**config.mk**
```make
export PLATFORM = sky130hd
export DESIGN_NAME = if_id_stage
export DESIGN_NICKNAME = d
export VERILOG_FILES = /design/src/rtl/if_id_stage.sv
export SDC_FILE = /design/constraint.sdc
export NUM_CORES = 1
export LEC_CHECK = 0
export ABC_CLOCK_PERIOD_IN_PS = 2100
export CORE_ASPECT_RATIO = 0.5
export CORE_UTILIZATION = 45
export CTS_CLUSTER_DIAMETER = 100
export DETAILED_ROUTE_END_ITERATION = 10
export DONT_BUFFER_PORTS = 1
export PLACE_DENSITY = 0.74
export SYNTH_ARGS = -nofsm -noshare
export SYNTH_HDL_FRONTEND = slang
export SYNTH_SLANG_ARGS = --single-unit
```
**constraint.sdc**
```tcl
create_clock -name clk -period 2.1 [get_ports clk]
set_input_delay 0.21 -clock clk [delete_from_list [all_inputs] [get_ports clk]]
set_output_delay 0.21 -clock clk [all_outputs]
set_load 0.01 [all_outputs]
```
**src/rtl/if_id_stage.sv**
```systemverilog
// rtl/if_id_stage.sv - RV32I fetch stage with IF/ID register and one-entry hold buffer.
// Define IF_PERF_CNT_EN to add the fetch_cnt/bubble_cnt performance counters.
module if_id_stage #(
   parameter logic [31:0] RESET_PC = 32'h0000_0000,
   parameter logic [31:0] NOP_INSN = 32'h0000_0013
) (
   input  logic        clk,
   input  logic        rstn,
   input  logic        stall,
   input  logic        flush,
   input  logic [31:0] redirect_pc,
   output logic        imem_req,
   output logic [31:0] imem_addr,
   input  logic        imem_rvalid,
   input  logic [31:0] imem_rdata,
   output logic [31:0] pc_out,
   output logic [31:0] pc_plus_out,
   output logic [31:0] ir_out,
   output logic        valid_out
`ifdef IF_PERF_CNT_EN
   ,
   output logic [31:0] fetch_cnt,
   output logic [31:0] bubble_cnt
`endif
);

   typedef enum logic [1:0] {S_FETCH, S_WAIT, S_DROP} state_t;

   state_t      state;
   state_t      state_nxt;
   logic [31:0] pc_q;
   logic [31:0] pc_nxt;
   logic [31:0] pc_inc;
   logic        buf_full;
   logic [31:0] buf_pc;
   logic [31:0] buf_ir;
   logic        req_raw;
   logic        deliver;
   logic        capture;

   assign pc_inc = pc_q + 32'd4;

   always_ff @(posedge clk or negedge rstn) begin
      if (!rstn) state <= S_FETCH;
      else       state <= state_nxt;
   end

   always_comb begin
      state_nxt = state;
      case (state)
         S_FETCH: if (!flush && !buf_full) state_nxt = S_WAIT;
         S_WAIT: begin
            if (imem_rvalid) begin
               if (flush || stall) state_nxt = S_FETCH;
            end else if (flush) begin
               state_nxt = S_DROP;
            end
         end
         S_DROP:  if (imem_rvalid) state_nxt = S_FETCH;
         default: state_nxt = S_FETCH;
      endcase
   end

   // A response arriving unstalled immediately chains the next request (1 insn/cycle).
   always_comb begin
      req_raw   = 1'b0;
      imem_addr = pc_q;
      deliver   = 1'b0;
      capture   = 1'b0;
      case (state)
         S_FETCH: req_raw = !flush && !buf_full;
         S_WAIT: begin
            if (imem_rvalid && !flush) begin
               if (stall) begin
                  capture = 1'b1;
               end else begin
                  deliver   = 1'b1;
                  req_raw   = 1'b1;
                  imem_addr = pc_inc;
               end
            end
         end
         default: ;
      endcase
   end

   // Reset state is FETCH, so mask the request while reset is held.
   assign imem_req = req_raw & rstn;

   always_comb begin
      pc_nxt = pc_q;
      if (flush)                             pc_nxt = redirect_pc;
      else if (state == S_WAIT && imem_rvalid) pc_nxt = pc_inc;
   end

   always_ff @(posedge clk or negedge rstn) begin
      if (!rstn) pc_q <= RESET_PC;
      else       pc_q <= pc_nxt;
   end

   always_ff @(posedge clk or negedge rstn) begin
      if (!rstn) begin
         buf_full <= 1'b0;
         buf_pc   <= 32'd0;
         buf_ir   <= 32'd0;
      end else if (flush) begin
         buf_full <= 1'b0;
      end else if (capture) begin
         buf_full <= 1'b1;
         buf_pc   <= pc_q;
         buf_ir   <= imem_rdata;
      end else if (!stall && buf_full) begin
         buf_full <= 1'b0;
      end
   end

   always_ff @(posedge clk or negedge rstn) begin
      if (!rstn) begin
         pc_out      <= 32'd0;
         pc_plus_out <= 32'd0;
         ir_out      <= NOP_INSN;
         valid_out   <= 1'b0;
      end else if (flush) begin
         pc_out      <= 32'd0;
         pc_plus_out <= 32'd0;
         ir_out      <= NOP_INSN;
         valid_out   <= 1'b0;
      end else if (!stall) begin
         if (buf_full) begin
            pc_out      <= buf_pc;
            pc_plus_out <= buf_pc + 32'd4;
            ir_out      <= buf_ir;
            valid_out   <= 1'b1;
         end else if (deliver) begin
            pc_out      <= pc_q;
            pc_plus_out <= pc_inc;
            ir_out      <= imem_rdata;
            valid_out   <= 1'b1;
         end else begin
            pc_out      <= 32'd0;
            pc_plus_out <= 32'd0;
            ir_out      <= NOP_INSN;
            valid_out   <= 1'b0;
         end
      end
   end

`ifdef IF_PERF_CNT_EN
   logic load_insn;
   logic load_bubble;

   assign load_insn   = !flush && !stall && (buf_full || deliver);
   assign load_bubble = flush || (!stall && !buf_full && !deliver);

   always_ff @(posedge clk or negedge rstn) begin
      if (!rstn) begin
         fetch_cnt  <= 32'd0;
         bubble_cnt <= 32'd0;
      end else begin
         if (load_insn)   fetch_cnt  <= fetch_cnt + 32'd1;
         if (load_bubble) bubble_cnt <= bubble_cnt + 32'd1;
      end
   end
`endif

endmodule

```
# == Word level (Yosys, flattened, before mapping) ==
# Index checks and enable logic that the tools add are counted.
# totals
regBits,196
input_bits,69
out_inout_bits,130
word_cells,70
# op_classes
addsub,2
eq_ne,7
muxes,37
bitwise,2
n_reduce_logical,13
# ops
cell,n
32-bit two-way mux,17
"32-bit by 3-bit adder with 32-bit output, second input constant",2
1-bit two-way mux,13
2-bit two-way mux,5
"3-bit inequality test, second input constant",2
2-bit case mux with 3 select lines,1
1-bit logical AND,4
"2-bit inequality test, second input constant",2
4-bit AND reduction,1
1-bit logical NOT,3
3-bit nonzero test,1
"2-bit by 1-bit == test with 1-bit output, second input constant",1
"2-bit == test, second input constant",1
2-bit logical NOT,1
"2-bit by 1-bit inequality test with 1-bit output, second input constant",1
1-bit case mux with 2 select lines,1
2-bit AND reduction,1
2-bit nonzero test,1
1-bit AND,1
1-bit logical OR,1
1-bit inverter,1

# == Logic depth before layout (Yosys ltp) ==
# depth
word_depth,8
mapped_depth,8
ltp_nobuf,6

# == Least setup slack after synthesis ==
# OpenSTA, ideal clock, no wires.
# synth_timing
path_kind,register to output
from,register pc_q[3]
to,output imem_addr[20]
arrival_time_ns,2.214
required_ns,1.890
path_slack_ns,-0.324
path_stages_with_launch,8
n_path_buf,2
path_cell_list,dfrtp_1 ha_1 nand3_4 or4_1 buf_2 buf_2 nor4_1 xor2_1
# synth_via
elab_chain_len,4
# synth_rtl
item,line_no,text
from (decl),31,logic [31:0] pc_q;
from (signal assigned),98,else pc_q <= pc_nxt;
32-bit by 3-bit adder with 32-bit output,41,assign pc_inc = pc_q + 32'd4;
32-bit two-way mux,74,if (stall) begin
32-bit two-way mux,73,if (imem_rvalid && !flush) begin
32-bit two-way mux,70,case (state)
to (decl),13,"output logic [31:0] imem_addr,"
# Every way passes these cells.

# == Worst setup path after layout ==
# layout_timing
from,register pc_q[2]
to,output imem_addr[20]
# Same word-level chain as after synthesis.

==> reports/summary.txt <==
Fillers -> 1572
Share of the synthesized area in the top cell type -> 47.0%
Worst Tran Pin Value -> 0.819 ns
Post-DP HPWL -> 21.9 mm
Violated checks -> hold timing, setup timing
TritonCTS Buffers -> 17
Placer Congestion -> 0.970
Final Net Count -> 1278
Post-layout min period -> 2.55 ns
Element type at the critical path end -> output port
CP Launch Point -> pc_q[2]
Final worst path period share -> 121%
Power Total -> 10.1 mW
Final WL -> 36.8 mm
Storage cell area -> 4880 µm²
Mapped Avg Cell Area -> 9.88 µm²
Starting Density -> 46.4%
Vias per cell -> 6.38
Fin Hold WS -> -0.546 ns
Largest net degree at the start of global routing -> 196
H-tree depth -> 4
Longest Clk Path Bufs -> 2
Reg-to-reg startpoint -> pc_q[7]
Seq/Total Area, Yosys -> 47.8%
Worst Reg-to-Reg Cells -> 9
ANT cells -> 0
Avg WL per Cell -> 24.2 µm
Share of layout cells above drive strength 1 -> 33.9%
Hold/Removal Path Class -> in -> async
Final Util -> 63.0%
Max-cap violations -> 0
Fmax -> 393 MHz
Die Span X -> 215 µm
LEAKAGE -> 6.37 nW
Clock latency on the worst-skew pair -> 0.45 ns
Clock sinks -> 194
FP Rows -> 38
Vias in the first global route -> 9266
Via count -> 9700
Worst Setup Path Type -> reg -> out
Worst R2R Setup Slack -> -0.30 ns
Synth Net Count -> 1101
Antenna violations before repair -> 0
Pwr Density -> 730 nW/µm²
Synth Cell Area -> 10200 µm²
Core area -> 21900 µm²
Syn Inst Count -> 1030
TritonRoute pass-1 iters -> 7
Multi-input gate area -> 5500 µm²
Required @ worst endpoint -> 1.89 ns
Grt ovf -> 0
Outcome -> complete, but fails checks
Crit path max fanout -> 7
Die area -> 23200 µm²
I/O Pins -> 199
Yosys warns -> 0
Data arrival, critical path -> 2.34 ns
Crit path launch type -> register
DRC -> 0
Clk_skew -> 0.0138 ns
Clock Pin Slew Worst Setup and Hold Paths -> 0.08 ns
Initial DRC Count -> 1135
Post-synthesis async set-or-reset flop share -> 100%
FF-to-FF End -> pc_plus_out[23]
Gr usage total -> 30.2%
RSZ-0062 raised after global routing -> true
Area Growth Syn to Fin -> 35.7%
Top_reg_cell synth -> dfrtp_1
Slew headroom -> 45.3%
Worst Slack Setup Final -> -0.445 ns
Top cells by area, synth -> dfrtp_1, mux2_2, xnor2_1
Post-synth EDFFs -> 0
Root buffer selected by CTS -> clkbuf_16
PortBufs -> 0
Number of synthesized register bits -> 194
Hold Buf Count CTS -> 67
Endpoints failing setup -> 38
Global-route wire length before repair -> 53.5 mm
Post-synth cell types -> 62
Die Span Y -> 108 µm
TritonCTS clock tree -> built
Yosys top cell by area -> dfrtp_1
Antenna-violating nets left -> 0
Final Slew Violations -> 0
Worst VDD drop -> 0.513 mV
Final Hold Viols -> 194
-- routing by layer --
metal,GRT usage [%],part of all wire (%),routed length (µm)
met1,39.0,38,14000
met2,47.7,46,16800
met3,8.07,11,4090
met4,14.6,5.2,1920
met5,0,0,0
-- cells in the final DEF, fill, tap and decap left out, types with 17 or more instances in the layout --
cell	count
a21oi_1	30
nand2_1	106
xnor2_1	40
inv_1	48
buf_6	29
nand3_1	23
mux2_2	63
nand4_1	23
clkbuf_16	17
nor3_4	17
mux2i_1	23
dlygate4sd3_1	66
buf_4	151
dfrtp_1	179
o21ai_0	59
xor2_1	26
a222oi_1	40
nor2_1	21
-- where the power goes --
part	switching (mW)	internal (mW)	total (mW)
Combinational	1.13	1.08	2.21
Clock	1.60	1.55	3.15
Sequential	0.484	4.24	4.72
-- cell type report --
| cell class | instances | share of cell area, % |
|---|---|---|
| flip-flops and latches | 194 | 35.3 |
| clock inverters | 15 | 0.888 |
| well taps | 300 | 2.72 |
| clock buffers | 17 | 3.08 |
| repair buffers | 256 | 16.8 |
| inverters | 48 | 1.31 |
| multi-input cells | 690 | 39.9 |
-- what timing repair did --
action	in CTS	in global routing
cloned	0	1
endpoints found under the hold margin	296	194
setup endpoints to repair	81	101
pin swaps	35	50
gates resized for setup	123	84
setup buffers	28	22
-- per-stage QoR --
stage	TNS, ns	std cells	worst slack [ns]	cell area, µm²
floorplan	-0.119	1030	-0.0560	10200
global placement	-0.346	1372	-0.0784	11300
detailed placement	-1.65	1372	-0.126	11300
CTS	-8.63	1498	-0.459	13300
global route	-12.16	1520	-0.540	13800
finish	-9.42	1520	-0.445	13800
-- cell usage after synthesis (3+ instances only) --
cell and count:
dfrtp_1 191, nand2_1 124, o21ai_0 73, mux2_2 63, clkbuf_1 62, xnor2_1 57, inv_1 48, a222oi_1 40
nor3_1 38, nor2_1 32, a21oi_1 30, xor2_1 30, nand3_1 25, mux2i_1 23, nand4_1 23, nor4_1 18
buf_2 15, a22oi_1 12, buf_4 12, and3_1 11, buf_1 10, or4_1 8, a22o_1 6, and4_1 6
nor2b_1 5, a21boi_0 4, a31oi_1 4, a32o_1 4, dfstp_2 3, nand2b_1 3, o311ai_0 3
-- worst max-delay path, cell delays in order, from the launching register on --
cell and delay (ns):
dfrtp_1 0.41, ha_4 0.17, nand3_4 0.09, or4_4 0.52, buf_12 0.17, nor4_4 0.16
xor2_1 0.22, buf_4 0.16
-- worst max-delay path by stage --
| stage | endpoint | slack (ns) | cells past startpoint |
|---|---|---|---|
| after floorplan | imem_addr[20] | -0.06 | 7 |
| after global placement | imem_addr[31] | -0.08 | 7 |
| after detailed placement | imem_addr[19] | -0.13 | 9 |
| after CTS | imem_addr[31] | -0.46 | 7 |
| after global routing | imem_addr[30] | -0.54 | 9 |
| final | imem_addr[20] | -0.45 | 7 |
-- cells by family after synthesis --
family	share of synthesized area, %
DFF	47.8
and+or+nand+nor	15.6
AOI/OAI and AO/OA	13.6
adders and majority gates	0.246
buffers and inverters	6.05
muxes	9.24
xor gates and xnor gates	7.49
-- state kept, by name, indices dropped and copies added, names as in the netlist --
name and count:
buf_pc 32, pc_q 32, buf_ir 32, pc_out 32, state 2, valid_out 1, pc_plus_out 30, ir_out 32
buf_full 1
No activity file was read; power rests on OpenSTA's default activity.
